`config.mk`:
```
export PLATFORM = sky130hd
export DESIGN_NAME = button_debounce
export DESIGN_NICKNAME = d
export VERILOG_FILES = /design/src/rtl/button_pkg.sv /design/src/rtl/button_debounce_channel.sv /design/src/rtl/button_debounce.sv
export SDC_FILE = /design/constraint.sdc
export NUM_CORES = 1
export LEC_CHECK = 0
export CAP_MARGIN = 20
export CORE_UTILIZATION = 30
export DETAILED_ROUTE_END_ITERATION = 8
export HOLD_SLACK_MARGIN = 0.03
export SYNTH_ARGS = -nofsm -noshare
export SYNTH_HDL_FRONTEND = slang
export SYNTH_SLANG_ARGS = --single-unit
```
`constraint.sdc`:
```
create_clock -name clk -period 4.2 [get_ports clk]
set_input_delay 0.84 -clock clk [delete_from_list [all_inputs] [get_ports clk]]
set_output_delay 0.84 -clock clk [all_outputs]
set_load 0.05 [all_outputs]
```
`src/rtl/button_pkg.sv`:
```
`default_nettype none
// ============================================================================
// Module  : button_pkg
// Purpose : Shared FSM encoding and counter-width helper for button_debounce.
// Revision: 1.0 - initial release
// ============================================================================
package button_pkg;

   localparam logic [1:0] c_ST_IDLE         = 2'd0;
   localparam logic [1:0] c_ST_PRESS_WAIT   = 2'd1;
   localparam logic [1:0] c_ST_HELD         = 2'd2;
   localparam logic [1:0] c_ST_RELEASE_WAIT = 2'd3;

   typedef enum logic [1:0] {
      IDLE         = c_ST_IDLE,
      PRESS_WAIT   = c_ST_PRESS_WAIT,
      HELD         = c_ST_HELD,
      RELEASE_WAIT = c_ST_RELEASE_WAIT
   } btn_state_t;

   // Bits needed to hold values 0..max_count inclusive.
   function automatic int cnt_width(input int max_count);
      return (max_count < 1) ? 1 : $clog2(max_count + 1);
   endfunction

endpackage
`default_nettype wire

```
`src/rtl/button_debounce_channel.sv`:
```
`default_nettype none
// ============================================================================
// Module  : button_debounce_channel
// Purpose : One button: 2-flop synchroniser, stability counter, press FSM and
//           optional auto-repeat (enabled by BUTTON_REPEAT_EN).
// Revision: 1.0 - initial release
// ============================================================================
module button_debounce_channel
   import button_pkg::*;
#(
   parameter int DEBOUNCE_CYCLES = 250000,
   parameter int REPEAT_DELAY    = 12500000,
   parameter int REPEAT_PERIOD   = 2500000
) (
   input  logic clk,
   input  logic reset_n,
   input  logic btn_n_async,
   output logic btn_level,
   output logic btn_press,
   output logic btn_release
);

   localparam int              c_CW     = cnt_width(DEBOUNCE_CYCLES);
   localparam logic [c_CW-1:0] c_DB_MAX = c_CW'(DEBOUNCE_CYCLES);
   localparam logic [c_CW-1:0] c_ONE    = c_CW'(1);

   logic            r_sync1;
   logic            r_sync2;
   logic            w_sync_pressed;
   btn_state_t      r_state;
   btn_state_t      w_state_nxt;
   logic [c_CW-1:0] r_cnt;
   logic [c_CW-1:0] w_cnt_nxt;
   logic            w_accept_press;
   logic            w_accept_release;
   logic            w_level_nxt;
   logic            w_repeat;
   logic            r_level;
   logic            r_press;
   logic            r_release;

   assign w_sync_pressed = ~r_sync2;

   // Counter leaves each state at 0; the count only advances in the WAIT states.
   always_comb begin
      w_state_nxt      = r_state;
      w_cnt_nxt        = '0;
      w_accept_press   = 1'b0;
      w_accept_release = 1'b0;
      case (r_state)
         IDLE: begin
            if (w_sync_pressed) begin
               w_state_nxt = PRESS_WAIT;
               w_cnt_nxt   = c_ONE;
            end
         end
         PRESS_WAIT: begin
            if (!w_sync_pressed) begin
               w_state_nxt = IDLE;
            end else if (r_cnt == c_DB_MAX) begin
               w_state_nxt    = HELD;
               w_accept_press = 1'b1;
            end else begin
               w_cnt_nxt = r_cnt + c_ONE;
            end
         end
         HELD: begin
            if (!w_sync_pressed) begin
               w_state_nxt = RELEASE_WAIT;
               w_cnt_nxt   = c_ONE;
            end
         end
         RELEASE_WAIT: begin
            if (w_sync_pressed) begin
               w_state_nxt = HELD;
            end else if (r_cnt == c_DB_MAX) begin
               w_state_nxt      = IDLE;
               w_accept_release = 1'b1;
            end else begin
               w_cnt_nxt = r_cnt + c_ONE;
            end
         end
         default: begin
            w_state_nxt = IDLE;
         end
      endcase
   end

   assign w_level_nxt = (w_state_nxt == HELD) || (w_state_nxt == RELEASE_WAIT);

`ifdef BUTTON_REPEAT_EN
   localparam int c_RMAX = (REPEAT_DELAY > REPEAT_PERIOD) ? REPEAT_DELAY : REPEAT_PERIOD;
   localparam int c_RW   = cnt_width(c_RMAX);
   localparam logic [c_RW-1:0] c_REP_DELAY  = c_RW'(REPEAT_DELAY);
   localparam logic [c_RW-1:0] c_REP_PERIOD = c_RW'(REPEAT_PERIOD);
   localparam logic [c_RW-1:0] c_REP_ONE    = c_RW'(1);

   logic [c_RW-1:0] r_rep_cnt;
   logic [c_RW-1:0] w_rep_inc;
   logic            r_rep_first;
   logic            w_in_hold;
   logic            w_rep_hit;

   assign w_in_hold = (r_state == HELD) || (r_state == RELEASE_WAIT);
   assign w_rep_inc = r_rep_cnt + c_REP_ONE;
   // A repeat due on the release edge is dropped so the two strobes never overlap.
   assign w_rep_hit = w_in_hold && !w_accept_release &&
                      (w_rep_inc == (r_rep_first ? c_REP_DELAY : c_REP_PERIOD));

   always_ff @(posedge clk) begin
      if (!reset_n) begin
         r_rep_cnt   <= '0;
         r_rep_first <= 1'b1;
      end else if (!w_in_hold || w_accept_release) begin
         r_rep_cnt   <= '0;
         r_rep_first <= 1'b1;
      end else if (w_rep_hit) begin
         r_rep_cnt   <= '0;
         r_rep_first <= 1'b0;
      end else begin
         r_rep_cnt   <= w_rep_inc;
      end
   end

   assign w_repeat = w_rep_hit;
`else
   assign w_repeat = 1'b0;
`endif

   always_ff @(posedge clk) begin
      if (!reset_n) begin
         r_sync1   <= 1'b1;
         r_sync2   <= 1'b1;
         r_state   <= IDLE;
         r_cnt     <= '0;
         r_level   <= 1'b0;
         r_press   <= 1'b0;
         r_release <= 1'b0;
      end else begin
         r_sync1   <= btn_n_async;
         r_sync2   <= r_sync1;
         r_state   <= w_state_nxt;
         r_cnt     <= w_cnt_nxt;
         r_level   <= w_level_nxt;
         r_press   <= w_accept_press | w_repeat;
         r_release <= w_accept_release;
      end
   end

   assign btn_level   = r_level;
   assign btn_press   = r_press;
   assign btn_release = r_release;

endmodule
`default_nettype wire

```
`src/rtl/button_debounce.sv`:
```
`default_nettype none
// ============================================================================
// Module  : button_debounce
// Purpose : NUM_BUTTONS independent debounce channels for active-low pins;
//           auto-repeat on held buttons when BUTTON_REPEAT_EN is defined.
// Revision: 1.0 - initial release
// ============================================================================
module button_debounce
   import button_pkg::*;
#(
   parameter int NUM_BUTTONS     = 2,
   parameter int DEBOUNCE_CYCLES = 250000,
   parameter int REPEAT_DELAY    = 12500000,
   parameter int REPEAT_PERIOD   = 2500000
) (
   input  logic                   clk,
   input  logic                   reset_n,
   input  logic [NUM_BUTTONS-1:0] btn_n_async,
   output logic [NUM_BUTTONS-1:0] btn_level,
   output logic [NUM_BUTTONS-1:0] btn_press,
   output logic [NUM_BUTTONS-1:0] btn_release
);

   for (genvar i = 0; i < NUM_BUTTONS; i++) begin : g_chan
      button_debounce_channel #(
         .DEBOUNCE_CYCLES (DEBOUNCE_CYCLES),
         .REPEAT_DELAY    (REPEAT_DELAY),
         .REPEAT_PERIOD   (REPEAT_PERIOD)
      ) u_chan (
         .clk         (clk),
         .reset_n     (reset_n),
         .btn_n_async (btn_n_async[i]),
         .btn_level   (btn_level[i]),
         .btn_press   (btn_press[i]),
         .btn_release (btn_release[i])
      );
   end

endmodule
`default_nettype wire

```
After elaboration in Yosys (flattened, before gate mapping). Cells that the tools add are included.

Logic and storage cells: 67. Flip-flop bits (word level): 50. Input port bits: 4.

Equal/unequal tests: 12. Reduce and logical (&&, ||, !) cells: 8. Mux-type cells: 28. $add $sub $neg: 2. Bitwise gates (word level): 3.

Operator list (count): $pmux 18 s4 (2); $mux 18 (6); $add 18x1->18 const B (2); $eq 18x18->1 const B (2); $mux 2 (12); $eq 2x2->1 const B (8); $pmux 2 s4 (2); $mux 1 (6); $reduce_and 3->1 (2); $reduce_or 3->1 (2); $eq 2x1->1 const B (2); $logic_not 2->1 (2); $not 1->1 (3); $logic_or 1x1->1 (2).

Longest topological paths before layout.
Depth after elaboration: 6. Depth in mapped cells: 8. Mapped depth without buffers: 6.

Cells and area by module. Synthesis repeated with hierarchy kept, for this count alone.

Cells, all modules: 240. Area, all modules: 2247.2 um^2.

By module, submodules not included: button_debounce_channel (instances 2, sequential area each 480.5 um^2, area an instance 1123.6 um^2, cells an instance 120).

Least setup slack after synthesis. Ideal clock, no wire load.

Path type: reg-to-reg. Start point: reg g_chan[0].u_chan.r_cnt[2]. End point: reg g_chan[0].u_chan.r_cnt[1]. Path slack: 2400 ps. Period minus slack after synthesis: 1800 ps. Stages on the path, launching flop included: 5. Data arrival time: 1685 ps. Buffers on the path: 0. Setup time: 116 ps. Path through: dfxtp_1 or4b_1 or3_4 or2_4 and3_1.

Cells in the longest elaborated chain, start to end: 4. Elaborated cells between the ends (all ways): 5. Those cells by class: eq/ne (1); mux (4).

Ends and longest elaborated chain: start, declared (line button_debounce_channel.sv:32) `logic [c_CW-1:0] r_cnt;`; start signal, assigned (line button_debounce_channel.sv:143) `r_cnt <= w_cnt_nxt;`; $eq 18x18->1 (*) (line button_debounce_channel.sv:60, button_debounce_channel.sv:76); $mux 18 (*) (line button_debounce_channel.sv:60, button_debounce_channel.sv:76); $mux 18, on equally long branches (line button_debounce_channel.sv:74, button_debounce_channel.sv:58); $pmux 18 s4 (*) (line button_debounce_channel.sv:50) `case (r_state)`.

Every way passes the cells marked *; elsewhere a longest branch is shown, timed or not. A chain may end at the register's enable or synchronous reset.

Worst setup path in the final report.
Start point: reg g_chan[1].u_chan.r_level. End point: out btn_level[1].

RTL lines: start, declared (line button_debounce_channel.sv:38) `logic r_level;`; start signal, assigned (line button_debounce_channel.sv:144) `r_level <= w_level_nxt;`; end, declared (line button_debounce.sv:19) `output logic [NUM_BUTTONS-1:0] btn_level,`.

No word-level cell between the ends.

==> flow_summary.yaml <==
drt:
  drcViolationCount: 0
  wl_mm: 3.70
  viasPerCell: 4.63
  ant_nets: 0
  drtPass1Iterations: 4
  vias: 1597
  first_iter_violations: 109
  wl_per_cell_um: 10.7
die:
  rows: 31
  chipHeight_um: 88.4
  core_region_area_um2: 7250
  die_w_um: 88.4
  die-area_um2: 7820
  start_util_pct: 30.9
  ios: 10
sta:
  final-hold-violation-count: 0
  tns_ns: 0
  slew_viol_final: 0
  fin_crit_ns: 2.25
  rsz0062_at_grt: "no"
  max_freq_mhz: 445
  skew_ns: 0.00607
  fin_crit_sh_pct: 53.5
  slew_headroom_pct: 66.9
  worst_slew_pin_slew_ns: 0.495
  setup_violations: 0
clock_network:
  post_cts_resized: 0
  cts_hold_buf: 0
  cts_setup_buffers: 0
  cts-htree-levels: 2
  cts_sinks: 50
  worstSkewPairLatency_ns: 0.29
  cts_tree: "built"
  path_clk_slew_ns: 0.09
  cts_buffers: 5
  ctsLongestPathBuffers: 2
  cts_root_buffer: "clkbuf_8"
grt:
  grt_util_all_layers_pct: 10.2
  grt_start_max_net_pins: 18
  grt_antenna_before_repair: 0
  grt_pass1_vias: 1423
  grt_pass1_wl_mm: 6.33
  overflow: 0
worst_setup_path:
  max_stage_delay_ns: 0.79
  cp.arrival_ns: 1.41
  crit_chain: "clkdlybuf4s50_1"
  end_kind: "output port"
  crit_family: "buffers and inverters"
  path_class: "reg -> out"
  crit_fanout: 1
  critPathRequiredTime_ns: 3.36
  worstSetupStartpointType: "flip-flop"
  cp_num_buf_inv: 1
  cpMaxStageDelayCell: "clkdlybuf4s50_1"
final_layout:
  layout-drive-gt1-share_pct: 6.10
  nets: 253
  fin_util_pct: 34.5
  antenna_cells: 0
  syn_to_final_growth_pct: 11.6
  instances_no_fill: 345
  nFillCells: 758
synth:
  synthArstFlopShare_pct: 0
  syn_area_um2: 2240
  synth_area_per_cell_um2: 9.15
  ys_ff_latch: 50
  synth.yosys.seq_area_share_pct: 44.7
  syn_inst: 245
  syn-num-nets: 253
  ys.flop_type: "dfxtp_1"
  synth_cell_types: 41
  synth_edf_count: 0
  yosysWarnings: 0
power:
  power_density_nw_per_um2: 357
  ir_drop_mv: 0.116
  pwr-share-clk_pct: 45.3
  p_sw_share_pct: 17.7
  p_sw_w: 0.000158
  power_w: 0.000894
  comb_power_share_pct: 1.1
  intPower_w: 0.000736
  cellLeakagePower_nw: 0.756
  seq_power_share_pct: 53.5
placed_design:
  hpwlAfterDp_mm: 2.53
  place.gp.congestion: 0.679
  dp.cells: 337
  numPortBuffers: 9
job:
  drv_cap: 0
min_path:
  hold_path.class: "reg -> reg"
status:
  status: "finished, final reports clean"
[placed cells by master, fill, tap and decap left out, drive strengths merged, types with 4 or more instances in the layout]
| cell | instances |
|---|---|
| clkdlybuf4s50 | 9 |
| nand2 | 16 |
| xnor2 | 10 |
| dfxtp | 50 |
| ha | 4 |
| clkbuf | 6 |
| a21oi | 9 |
| nand3 | 13 |
| xor2 | 16 |
| mux2i | 4 |
| nand2b | 6 |
| inv | 5 |
| and4 | 7 |
| nor2 | 30 |
| or3 | 6 |
| nand4 | 13 |
| nor3 | 6 |
| o21ai | 7 |
[final cells by class]
cell class | count | area [µm²] | area share (%)
Clock inverter | 2 | 60.1 | 2.40
Tap cell | 99 | 124 | 4.95
Clock buffer | 6 | 82.6 | 3.30
Timing Repair Buffer | 9 | 90.1 | 3.60
Inverter | 5 | 18.8 | 0.750
Multi-Input combinational cell | 174 | 1120 | 45.0
Sequential cell | 50 | 1000 | 40.0
[stage by stage]
stage	setup slack [ns]	instance area, µm²	hold WS [ns]
2_1_floorplan	2.40	2240	0.386
3_3_place_gp	1.92	2360	0.402
3_5_place_dp	1.87	2360	0.396
4_1_cts	1.93	2500	0.426
5_1_grt	1.88	2500	0.440
6_report	1.95	2500	0.423
[synthesized netlist by cell type (5+ instances only)]
master	instances	area [µm²]
dfxtp_1	50	1000
nor2_1	30	113
nand2_1	16	60.1
xor2_1	16	140
nand3_1	13	65.1
nand4_1	13	81.3
xnor2_1	10	87.6
a21oi_1	9	45.0
buf_4	7	52.6
and4_1	6	52.6
clkbuf_1	6	22.5
nand2b_1	6	37.5
o21ai_0	6	30.0
inv_1	5	18.8
nor3_1	5	25.0
or3_1	5	31.3
[power by group through the flow]
stage               clock (W)  combinational (W)  sequential, W
floorplan                   0         0.00000584       0.000489
global placement            0         0.00000972       0.000490
detailed placement          0         0.00000981       0.000490
CTS                  0.000419         0.00000997       0.000479
global route         0.000434          0.0000114       0.000479
finish               0.000405         0.00000991       0.000479
[cells by family after synthesis]
kind of cell / after synthesis / synth area share (%)
simple gates: 118 / 29.9
flops: 50 / 44.7
xor+xnor: 26 / 10.2
compound gates: 22 / 6.14
buf+inv: 21 / 5.14
mux: 4 / 1.79
fa+ha+maj: 4 / 2.23
[sequential cells by signal, indices dropped and copies added (netlist names)]
register,flops
g_chan.u_chan.r_sync2,2
g_chan.u_chan.btn_level,2
g_chan.u_chan.btn_release,2
g_chan.u_chan.r_cnt,36
g_chan.u_chan.btn_press,2
g_chan.u_chan.r_sync1,2
g_chan.u_chan.r_state,4
[final timing paths]
check,from,to,slack [ns],depth (start not counted)
worst max-delay path,g_chan[1].u_chan.btn_level$_SDFF_PN0_,btn_level[1],1.95,1
worst min-delay path,g_chan[0].u_chan.r_sync1$_SDFF_PN1_,g_chan[0].u_chan.r_sync2$_SDFF_PN1_,0.42,1
worst max register to register,g_chan[0].u_chan.r_cnt[2]$_SDFF_PN0_,g_chan[0].u_chan.r_cnt[5]$_SDFF_PN0_,2.26,4
worst min register to register,g_chan[0].u_chan.r_sync1$_SDFF_PN1_,g_chan[0].u_chan.r_sync2$_SDFF_PN1_,0.42,1
[layer usage]
metal	global-route usage [%]	share of wire, %
met5	0	0
met4	3.96	1.8
met3	2.24	3.2
met2	16.3	42
met1	13.4	53
Note: power is estimated with default switching activity, not from simulation.
